--- src/rtl/sys_ctrl.sv ---
`default_nettype none
// ============================================================================
// Module   : sys_ctrl
// Purpose  : UART command sequencer. Decodes register write/read and ALU
//            commands and schedules response bytes to TX. Optional feature:
//            SYS_CTRL_NACK_EN (unknown command answered with a 0xEE byte).
// Revision : 1.0 - initial release
// ============================================================================
module sys_ctrl #(
    parameter int DATA_WIDTH = 8,
    parameter int ADDR_WIDTH = 4,
    parameter int FUN_WIDTH  = 4,
    parameter int OPA_ADDR   = 0,
    parameter int OPB_ADDR   = 1
) (
    input  logic                    CLK,
    input  logic                    RST,
    input  logic [DATA_WIDTH-1:0]   RX_P_DATA,
    input  logic                    RX_D_VLD,
    input  logic [DATA_WIDTH-1:0]   RdData,
    input  logic                    RdData_Valid,
    input  logic [2*DATA_WIDTH-1:0] ALU_OUT,
    input  logic                    ALU_OUT_VLD,
    input  logic                    TX_BUSY,
    output logic                    WrEn,
    output logic                    RdEn,
    output logic [ADDR_WIDTH-1:0]   Address,
    output logic [DATA_WIDTH-1:0]   WrData,
    output logic                    ALU_EN,
    output logic [FUN_WIDTH-1:0]    ALU_FUN,
    output logic                    CLK_EN,
    output logic [DATA_WIDTH-1:0]   TX_P_DATA,
    output logic                    TX_D_VLD
);

    localparam logic [DATA_WIDTH-1:0] c_CMD_WR     = DATA_WIDTH'(8'hAA);
    localparam logic [DATA_WIDTH-1:0] c_CMD_RD     = DATA_WIDTH'(8'hBB);
    localparam logic [DATA_WIDTH-1:0] c_CMD_ALU_OP = DATA_WIDTH'(8'hCC);
    localparam logic [DATA_WIDTH-1:0] c_CMD_ALU    = DATA_WIDTH'(8'hDD);
    localparam logic [ADDR_WIDTH-1:0] c_OPA_ADDR   = ADDR_WIDTH'(OPA_ADDR);
    localparam logic [ADDR_WIDTH-1:0] c_OPB_ADDR   = ADDR_WIDTH'(OPB_ADDR);

    typedef enum logic [3:0] {
        S_IDLE     = 4'd0,
        S_WR_ADDR  = 4'd1,
        S_WR_DATA  = 4'd2,
        S_RD_ADDR  = 4'd3,
        S_RD_WAIT  = 4'd4,
        S_ALU_OPA  = 4'd5,
        S_ALU_OPB  = 4'd6,
        S_ALU_FUN  = 4'd7,
        S_ALU_WAIT = 4'd8,
        S_TX_RD    = 4'd9,
        S_TX_LO    = 4'd10,
        S_TX_HI    = 4'd11
    } state_t;

    state_t                  r_state;
    logic [ADDR_WIDTH-1:0]   r_addr;
    logic [2*DATA_WIDTH-1:0] r_result;

    always_ff @(posedge CLK or negedge RST) begin
        if (!RST) begin
            r_state  <= S_IDLE;
            r_addr   <= '0;
            r_result <= '0;
        end else begin
            case (r_state)
                S_IDLE: begin
                    if (RX_D_VLD) begin
                        case (RX_P_DATA)
                            c_CMD_WR:     r_state <= S_WR_ADDR;
                            c_CMD_RD:     r_state <= S_RD_ADDR;
                            c_CMD_ALU_OP: r_state <= S_ALU_OPA;
                            c_CMD_ALU:    r_state <= S_ALU_FUN;
                            default: begin
`ifdef SYS_CTRL_NACK_EN
                                r_result <= (2*DATA_WIDTH)'(8'hEE);
                                r_state  <= S_TX_RD;
`else
                                r_state  <= S_IDLE;
`endif
                            end
                        endcase
                    end
                end
                S_WR_ADDR: begin
                    if (RX_D_VLD) begin
                        r_addr  <= RX_P_DATA[ADDR_WIDTH-1:0];
                        r_state <= S_WR_DATA;
                    end
                end
                S_WR_DATA:  if (RX_D_VLD) r_state <= S_IDLE;
                S_RD_ADDR:  if (RX_D_VLD) r_state <= S_RD_WAIT;
                S_RD_WAIT: begin
                    if (RdData_Valid) begin
                        r_result <= {{DATA_WIDTH{1'b0}}, RdData};
                        r_state  <= S_TX_RD;
                    end
                end
                S_ALU_OPA:  if (RX_D_VLD) r_state <= S_ALU_OPB;
                S_ALU_OPB:  if (RX_D_VLD) r_state <= S_ALU_FUN;
                S_ALU_FUN:  if (RX_D_VLD) r_state <= S_ALU_WAIT;
                S_ALU_WAIT: begin
                    if (ALU_OUT_VLD) begin
                        r_result <= ALU_OUT;
                        r_state  <= S_TX_LO;
                    end
                end
                // Response states advance only on the cycle the byte is accepted.
                S_TX_RD:    if (!TX_BUSY) r_state <= S_IDLE;
                S_TX_LO:    if (!TX_BUSY) r_state <= S_TX_HI;
                S_TX_HI:    if (!TX_BUSY) r_state <= S_IDLE;
                default:    r_state <= S_IDLE;
            endcase
        end
    end

    // Strobes coincide with the qualifying input, so outputs decode state and inputs.
    always_comb begin
        WrEn      = 1'b0;
        RdEn      = 1'b0;
        Address   = '0;
        WrData    = '0;
        ALU_EN    = 1'b0;
        ALU_FUN   = '0;
        CLK_EN    = 1'b0;
        TX_P_DATA = '0;
        TX_D_VLD  = 1'b0;
        case (r_state)
            S_WR_DATA: begin
                if (RX_D_VLD) begin
                    WrEn    = 1'b1;
                    Address = r_addr;
                    WrData  = RX_P_DATA;
                end
            end
            S_RD_ADDR: begin
                if (RX_D_VLD) begin
                    RdEn    = 1'b1;
                    Address = RX_P_DATA[ADDR_WIDTH-1:0];
                end
            end
            S_ALU_OPA: begin
                if (RX_D_VLD) begin
                    WrEn    = 1'b1;
                    Address = c_OPA_ADDR;
                    WrData  = RX_P_DATA;
                end
            end
            S_ALU_OPB: begin
                if (RX_D_VLD) begin
                    WrEn    = 1'b1;
                    Address = c_OPB_ADDR;
                    WrData  = RX_P_DATA;
                end
            end
            S_ALU_FUN: begin
                CLK_EN = 1'b1;
                if (RX_D_VLD) begin
                    ALU_EN  = 1'b1;
                    ALU_FUN = RX_P_DATA[FUN_WIDTH-1:0];
                end
            end
            S_ALU_WAIT: CLK_EN = 1'b1;
            S_TX_RD, S_TX_LO: begin
                if (!TX_BUSY) begin
                    TX_D_VLD  = 1'b1;
                    TX_P_DATA = r_result[DATA_WIDTH-1:0];
                end
            end
            S_TX_HI: begin
                if (!TX_BUSY) begin
                    TX_D_VLD  = 1'b1;
                    TX_P_DATA = r_result[2*DATA_WIDTH-1:DATA_WIDTH];
                end
            end
            default: ;
        endcase
    end

endmodule
`default_nettype wire

--- config.mk ---
export PLATFORM = sky130hd
export DESIGN_NAME = sys_ctrl
export DESIGN_NICKNAME = d
export VERILOG_FILES = /design/src/rtl/sys_ctrl.sv
export SDC_FILE = /design/constraint.sdc
export NUM_CORES = 1
export LEC_CHECK = 0
export CAP_MARGIN = 25
export CORE_MARGIN = 3
export CORE_UTILIZATION = 45
export DETAILED_ROUTE_END_ITERATION = 16
export PLACE_DENSITY_LB_ADDON = 0.05
export SLEW_MARGIN = 15
export SYNTH_ARGS = -nofsm -noshare
export SYNTH_HDL_FRONTEND = slang
export SYNTH_SLANG_ARGS = --single-unit
--- constraint.sdc ---
create_clock -name CLK -period 3.5 [get_ports CLK]
set_input_delay 1.05 -clock CLK [delete_from_list [all_inputs] [get_ports CLK]]
set_output_delay 1.05 -clock CLK [all_outputs]
set_load 0.005 [all_outputs]
-- Word-level counts from Yosys, hierarchy flattened
Index checks and enable logic that the tools add are counted.
- flip-flop bits (word level): 24
- output and inout bits: 29
- equal/unequal tests: 26
- mux-type cells: 33
- reduce and logical (&&, ||, !) cells: 10
- operators with widths (cell ; number):
    $mux W4 ; 14
    $pmux W4 S11 ; 1
    $eq A8 B8 Y1 const B ; 4
    $mux W16 ; 2
    $mux W8 ; 4
    $pmux W16 S2 ; 1
    $ne A2 B2 Y1 const B ; 11
    $eq A4 B3 Y1 const B ; 4
    $eq A4 B4 Y1 const B ; 4
    $pmux W8 S2 ; 1
    $pmux W3 S4 ; 1
    $pmux W4 S3 ; 1
    $reduce_and A11 Y1 ; 1
    $eq A4 B2 Y1 const B ; 2
    $mux W1 ; 8
    $reduce_or A2 Y1 ; 3
    $reduce_or A3 Y1 ; 2
    $eq A4 B1 Y1 const B ; 1
    $logic_not A4 Y1 ; 1
    $reduce_and A3 Y1 ; 1
    $reduce_and A2 Y1 ; 1
    $reduce_bool A2 Y1 ; 1

-- Logic depth before layout (Yosys ltp)
Gate-level depths: netlist of the first run.
- word-level depth: 4
- depth in mapped cells: 7
- depth with buffers taken out: 4

-- Worst setup path after synthesis of the first run
OpenSTA, ideal clock, no wires.
- path kind: input to output
- start point: input RX_D_VLD
- end point: output Address[1]
- arrival: 1.516 ns
- data required time: 2.450 ns
- slack: 0.934 ns
- stages: 3
- cell sequence: nand3b_1 > or2_1 > nor2_1
- word-level cells in the longest chain between the ends: 2
- elaborated cells between the ends (all ways): 3
- RTL lines (element ; line ; source):
    from (decl) ; 19 ; input logic RX_D_VLD,
    $mux W4, on equally long branches ; 139, 132 ;
    $pmux W4 S3 (*) ; 130 ; case (r_state)
    to (decl) ; 27 ; output logic [ADDR_WIDTH-1:0] Address,
Every way passes the cells marked *; elsewhere a longest branch is shown, timed or not.

-- Worst setup path in the final report of the first run
- start point: input RX_P_DATA[3]
- end point: output Address[3]
- word-level cells in the longest chain between the ends: 2
- RTL lines (element ; line ; source):
    from (decl) ; 18 ; input logic [DATA_WIDTH-1:0] RX_P_DATA,
    $mux W4 ; 139 ; if (RX_D_VLD) begin
    $pmux W4 S3 ; 130 ;
No other way between the ends.

==> results of run 1 <==
-- per-layer routing --
metal,up-vias,share of wire
met5,-,0
met3,4,0.064
met1,777,0.42
met2,51,0.51
li1,783,-
met4,0,0.0094
-- registers in the layout, indices dropped and copies added (netlist names) --
signal    count
r_addr        4
r_result     16
r_state       4
-- where the power goes --
group / internal [mW] / switching (mW) / leakage (nW)
clock network: 0.100 / 0.0894 / 0.0288
registers: 0.397 / 0.0885 / 0.306
logic: 0.391 / 0.346 / 0.830
-- final cells by class --
cell class | instances | area [um2]
Clock buffer | 4 | 55.1
Sequential cell | 24 | 601
Inverter | 1 | 3.75
Timing Repair Buffer | 82 | 808
Multi-Input combinational cell | 138 | 1030
Fill cell | 287 | 942
Tap cell | 46 | 57.6
-- through the flow --
stage,cells,hold slack [ps],utilization,worst slack [ps],instance area [um2]
after global placement,290,467,0.702,-188,2450
after global routing,295,503,0.730,15.0,2550
after detailed placement,290,475,0.702,-247,2450
after CTS,294,494,0.720,1.45,2520
final,295,495,0.730,107,2550
after floorplan,178,457,-,934,1710
-- placed cells by master (no fill, tap or decap), types with 3 or more instances in the layout --
cell             netlist  routed
a22o_1                 8       8
nand2_1               10      10
and2_1                12      12
mux2i_1               12      12
dlymetal6s2s_1         0       9
nand3b_1               3       3
nand2b_1               5       4
mux2_1                 4       4
nor2_1                17      16
nor2b_1                3       3
clkdlybuf4s50_1        0      54
mux2_2                 9       9
dfrtp_1               24      24
a22oi_1                8       8
clkbuf_8               0       4
o21ai_1               10      10
buf_4                  3      15
and3_1                 3       3
-- repair_timing --
item	CTS	global route
endpoints found under the hold margin	0	0
setup endpoints to repair	28	17
pin swaps	0	1
buffers inserted	0	1
gates resized for setup	6	13
-- logic make-up after synthesis --
family                 Yosys count  share of synthesized area
AND/OR/NAND/NOR                 71                      0.247
AO/OA/AOI/OAI                   41                      0.180
multiplexers                    25                      0.156
flip-flops                      24                      0.351
buffers and inverters           16                     0.0614
XOR/XNOR                         1                    0.00512
-- worst paths after layout --
check	endpoint	slack [ps]	cells after the start
hold / removal	r_addr[2]	490	1
setup reg to reg	r_result[5]	1660	6
setup / recovery	Address[3]	110	4
hold reg to reg	r_addr[2]	490	1
max in group asynchronous	r_result[13]	2130	2
min in group asynchronous	r_result[10]	1130	2
-- cell usage after synthesis (all sizes together) (2+ instances only) --
master	instances	area, um2
nor2b	3	18.8
nand2b	5	31.3
o31ai	2	15.0
nor3b	4	46.3
or2	2	12.5
a21oi	2	10.0
o21ai	13	68.8
mux2i	12	120
nand2	11	43.8
a22o	8	70.1
and3b	2	17.5
and2	12	75.1
a22oi	8	60.1
nor2	18	75.1
nor3	3	20.0
buf	12	90.1
clkbuf	3	11.3
and3	3	18.8
mux2	13	146
nor4bb	2	20.0
nand3b	3	22.5
dfrtp	24	601
==> flow_summary.ini, run 1 <==
[cts]
htreeDepth = 1
cts_tree = done
numCtsBuffers = 3
cts_sinks = 24
cts_buffer_depth = 2
cts-root-buf = clkbuf_8
cts.clk_slew.worst_paths_ps = 80
insertion_delay_ps = 270
cts_hold_buffers = 0

[logic_synthesis]
yosysSeqAreaShare = 0.351
synth_edf_count = 0
syn_avg_cell_area_um2 = 9.61
synth_cell_type_count = 46
ys_ff_latch = 24
syn_inst = 178
synth_top_flop_cell = dfrtp_1
synthArstFlopShare = 1.00
synth_warnings = 0
syn_area_mm2 = 0.00171
synth_nets = 216

[sta]
max_freq_mhz = 295
rsz0062_at_grt = no
slew_headroom = 0.500
period_minus_slack_ps = 3390
setup_violations = 0
slew_violations = 0
fin_setup_tns_ps = 0
finalCritPeriodShare = 0.969
worst_slew_pin_slew_ps = 750
hold_viol = 0
clock_skew_ps = 3.77

[critical_path]
crit_fanout = 6
max_stage_delay_ps = 570
r2r_start = r_state[2]
crit_chain = clkdlybuf4s50_1 -> mux2i_1 -> nor2_1 -> clkdlybuf4s50_1
startpoint = RX_P_DATA[3]
critPathArrivalTime_ps = 2340
end_kind = primary output
crit_top_cell = clkdlybuf4s50_1
criticalPathCategory = in -> out
path_delay_family = buffers and inverters
crit_slowest_cell = clkdlybuf4s50_1
critPathRequiredTime_ps = 2450
crit_buf_inv = 2
start_kind = primary input

[die]
io_pins = 67
die-width_um = 67.7
die_h_um = 67.7
std_cell_rows = 21
start_util = 0.489
die-area_mm2 = 0.00458
core_area_mm2 = 0.00349

[global_routing]
met3_usage = 0.0349
grt-ovfl-total = 0
track_usage = 0.217
grt_max_degree = 25
antenna_found_initial = 0
use_met1 = 0.292
gr-usage-met2 = 0.352
grt_pass1_wl_mm = 7.51
grt_pass1_vias = 1588
grt.busiest_layer = met2

[routing]
ant_nets = 0
drc_errors = 0
num_vias = 1615
drt_iter0_drc = 87
vias_per_cell = 5.47
post_drt_wl_per_cell_um = 15.9
first_pass_iters = 4
drt-total-wl_mm = 4.71

[final_layout]
areaGrowthSynthToFinish_pct = 49.2
fin_nets = 288
drive_gt1_frac = 0.177
num_antenna_cells = 0

[power]
power.density_mw_per_mm2 = 553
design_power_total_mw = 1.41
power.leakage_nw = 1.17
ir_drop_mv = 0.392

[place]
port_buffers = 66
gp_congestion = 0.790
dp_hpwl_mm = 3.60

[job]
drv_cap = 0

[outcome]
status = finished clean

[min_path]
hp-start = r_addr[2]
hold_path.class = reg -> reg
Note: power is estimated with default switching activity, not from simulation.
==> run 2, diff against run 1 <==
--- a/config.mk
+++ b/config.mk
@@ -5,9 +5,10 @@
 export SDC_FILE = /design/constraint.sdc
 export NUM_CORES = 1
 export LEC_CHECK = 0
+export ABC_AREA = 1
 export CAP_MARGIN = 25
 export CORE_MARGIN = 3
-export CORE_UTILIZATION = 45
+export CORE_UTILIZATION = 47
 export DETAILED_ROUTE_END_ITERATION = 16
 export PLACE_DENSITY_LB_ADDON = 0.05
 export SLEW_MARGIN = 15
==> flow_summary.ini, run 2 <==
[routing]
drc_errors = 0
drt-total-wl_mm = 4.36
first_pass_iters = 5
vias_per_cell = 4.85
post_drt_wl_per_cell_um = 11.6
drt_iter0_drc = 118
ant_nets = 0
num_vias = 1823

[sta]
slew_violations = 0
hold_viol = 0
slew_headroom = 0.682
fin_setup_tns_ps = 0
finalCritPeriodShare = 0.968
max_freq_mhz = 295
rsz0062_at_grt = no
worst_slew_pin_slew_ps = 476
clock_skew_ps = 5.86
setup_violations = 0
fin_ws_ps = 112
period_minus_slack_ps = 3390
fin_hold_ws_ps = 509

[place]
port_buffers = 66
dp_hpwl_mm = 3.44
dp_slack_ps = -87.4
placed_cell_area_mm2 = 0.00242
dp.cells = 372
gp_congestion = 0.899

[die]
std_cell_rows = 21
start_util = 0.499
core_area_mm2 = 0.00339
die_h_um = 66.0
die-width_um = 66.0
die-area_mm2 = 0.00436
io_pins = 67

[logic_synthesis]
syn_inst = 259
syn_avg_cell_area_um2 = 6.54
synth_top_flop_cell = dfrtp_1
yosysMostFrequentCell = nand2_1
synthArstFlopShare = 1.00
synth_cell_type_count = 25
yosys-top-cells-area = dfrtp_1, nand2_1, nand3_1, o21ai_0, inv_1
synth_warnings = 0
synth_common_cells = nand2_1, inv_1, nor2_1
synth_edf_count = 0
synth_nets = 297
synth_top_area_cell = dfrtp_1
netlist.area_leader.share = 0.355
syn_area_mm2 = 0.00169
ys_ff_latch = 24
yosysSeqAreaShare = 0.355

[critical_path]
max_stage_delay_ps = 540
crit_slowest_cell = clkdlybuf4s50_1
start_kind = primary input
end_kind = primary output
reg2reg_depth = 7
critPathRequiredTime_ps = 2450
r2r_start = r_state[0]
crit_chain = clkdlybuf4s50_1 -> nand2_1 -> o221ai_1 -> clkdlybuf4s50_1
crit_top_cell = clkdlybuf4s50_1
critPathArrivalTime_ps = 2340
criticalPathCategory = in -> out
crit_fanout = 2
r2r-end = r_result[0]
r2r_slack_ps = 1950

[final_layout]
areaGrowthSynthToFinish_pct = 46.9
fin_area_mm2 = 0.00249
num_antenna_cells = 0
layout_commonest_cell = nand2_1
fin_nets = 369
layout_common_cells = nand2_1, clkdlybuf4s50_1, inv_1, nor2_1, nand3_1
largest_reg_flops = 16
drive_gt1_frac = 0.0879
reg_top3 = r_result x16, r_addr x4, r_state x4
fin_cells = 376
top_register = r_result

[power]
power.leakage_nw = 1.33
power.density_mw_per_mm2 = 515
ir_drop_mv = 0.250

[cts]
cts_tree = done
cts.clk_slew.worst_paths_ps = 140
cts-root-buf = clkbuf_4
insertion_delay_ps = 320
cts_buffer_depth = 2
cts_hold_buffers = 0
cts_sinks = 24
numCtsBuffers = 3
htreeDepth = 1
cts_setup_buffers = 0

[min_path]
hold_path_depth = 2
hp-start = r_result[12]
worstHoldEndpoint = r_result[12]
hold_path.class = reg -> reg

[global_routing]
antenna_found_initial = 0
grt_pass1_wl_mm = 7.29
grt_max_degree = 25
grt_pass1_vias = 1663
track_usage = 0.213
grt-ovfl-total = 0

[job]
drv_cap = 0

[outcome]
status = finished clean
-- run 2: critical path: cells and delay by family --
family                 cells  cell delay, ps
AO/OA/AOI/OAI              1             210
buffers and inverters      2            1010
AND/OR/NAND/NOR            1              70
-- run 2: how the worst max path moves through the flow --
stage / from / to
2_1_floorplan: RX_D_VLD / ALU_FUN[2]
3_3_place_gp: RX_D_VLD / WrData[1]
3_5_place_dp: RX_D_VLD / WrData[0]
4_1_cts: TX_BUSY / TX_P_DATA[3]
5_1_grt: r_state[3] / WrData[0]
6_report: RX_P_DATA[0] / Address[0]
-- run 2: cell families after synthesis --
kind of cell | after synthesis | share of synthesized area
AO/OA/AOI/OAI | 36 | 0.113
buffers and inverters | 43 | 0.118
AND/OR/NAND/NOR | 156 | 0.415
flip-flops | 24 | 0.355
-- run 2: final cells by class --
type | instances | area, um2
fill | 293 | 903
multi-input combinational | 192 | 896
clock buffer | 3 | 22.5
inverter | 37 | 146
clock inverter | 1 | 30.0
tap | 46 | 57.6
timing repair buffer | 73 | 733
sequential | 24 | 601
-- run 2: what timing repair did --
action | in CTS | in global routing
resized for setup | 6 | 6
setup endpoints to repair | 19 | 6
pin swaps | 0 | 0
cloned | 0 | 0
-- run 2: through the flow --
stage | total power [mW] | util
floorplan | 0.922 | -
global placement | 1.06 | 0.715
detailed placement | 1.08 | 0.715
CTS | 1.29 | 0.730
global route | 1.40 | 0.733
finish | 1.28 | 0.733
-- run 2: routing by layer --
| layer | global-route usage | routed length (um) | share of wire |
|---|---|---|---|
| met5 | 0 | 0 | 0 |
| met1 | 0.299 | 2160 | 0.50 |
| met2 | 0.328 | 1850 | 0.43 |
| met3 | 0.0544 | 324 | 0.074 |
| met4 | 0.0482 | 19 | 0.0044 |
-- run 2: report_power, final --
| part | total (mW) | leakage [nW] | switching, mW | internal (mW) |
|---|---|---|---|---|
| combinational | 0.588 | 0.999 | 0.351 | 0.237 |
| clock | 0.204 | 0.0279 | 0.0885 | 0.116 |
| sequential | 0.488 | 0.307 | 0.0879 | 0.400 |
| total | 1.28 | 1.33 | 0.527 | 0.753 |
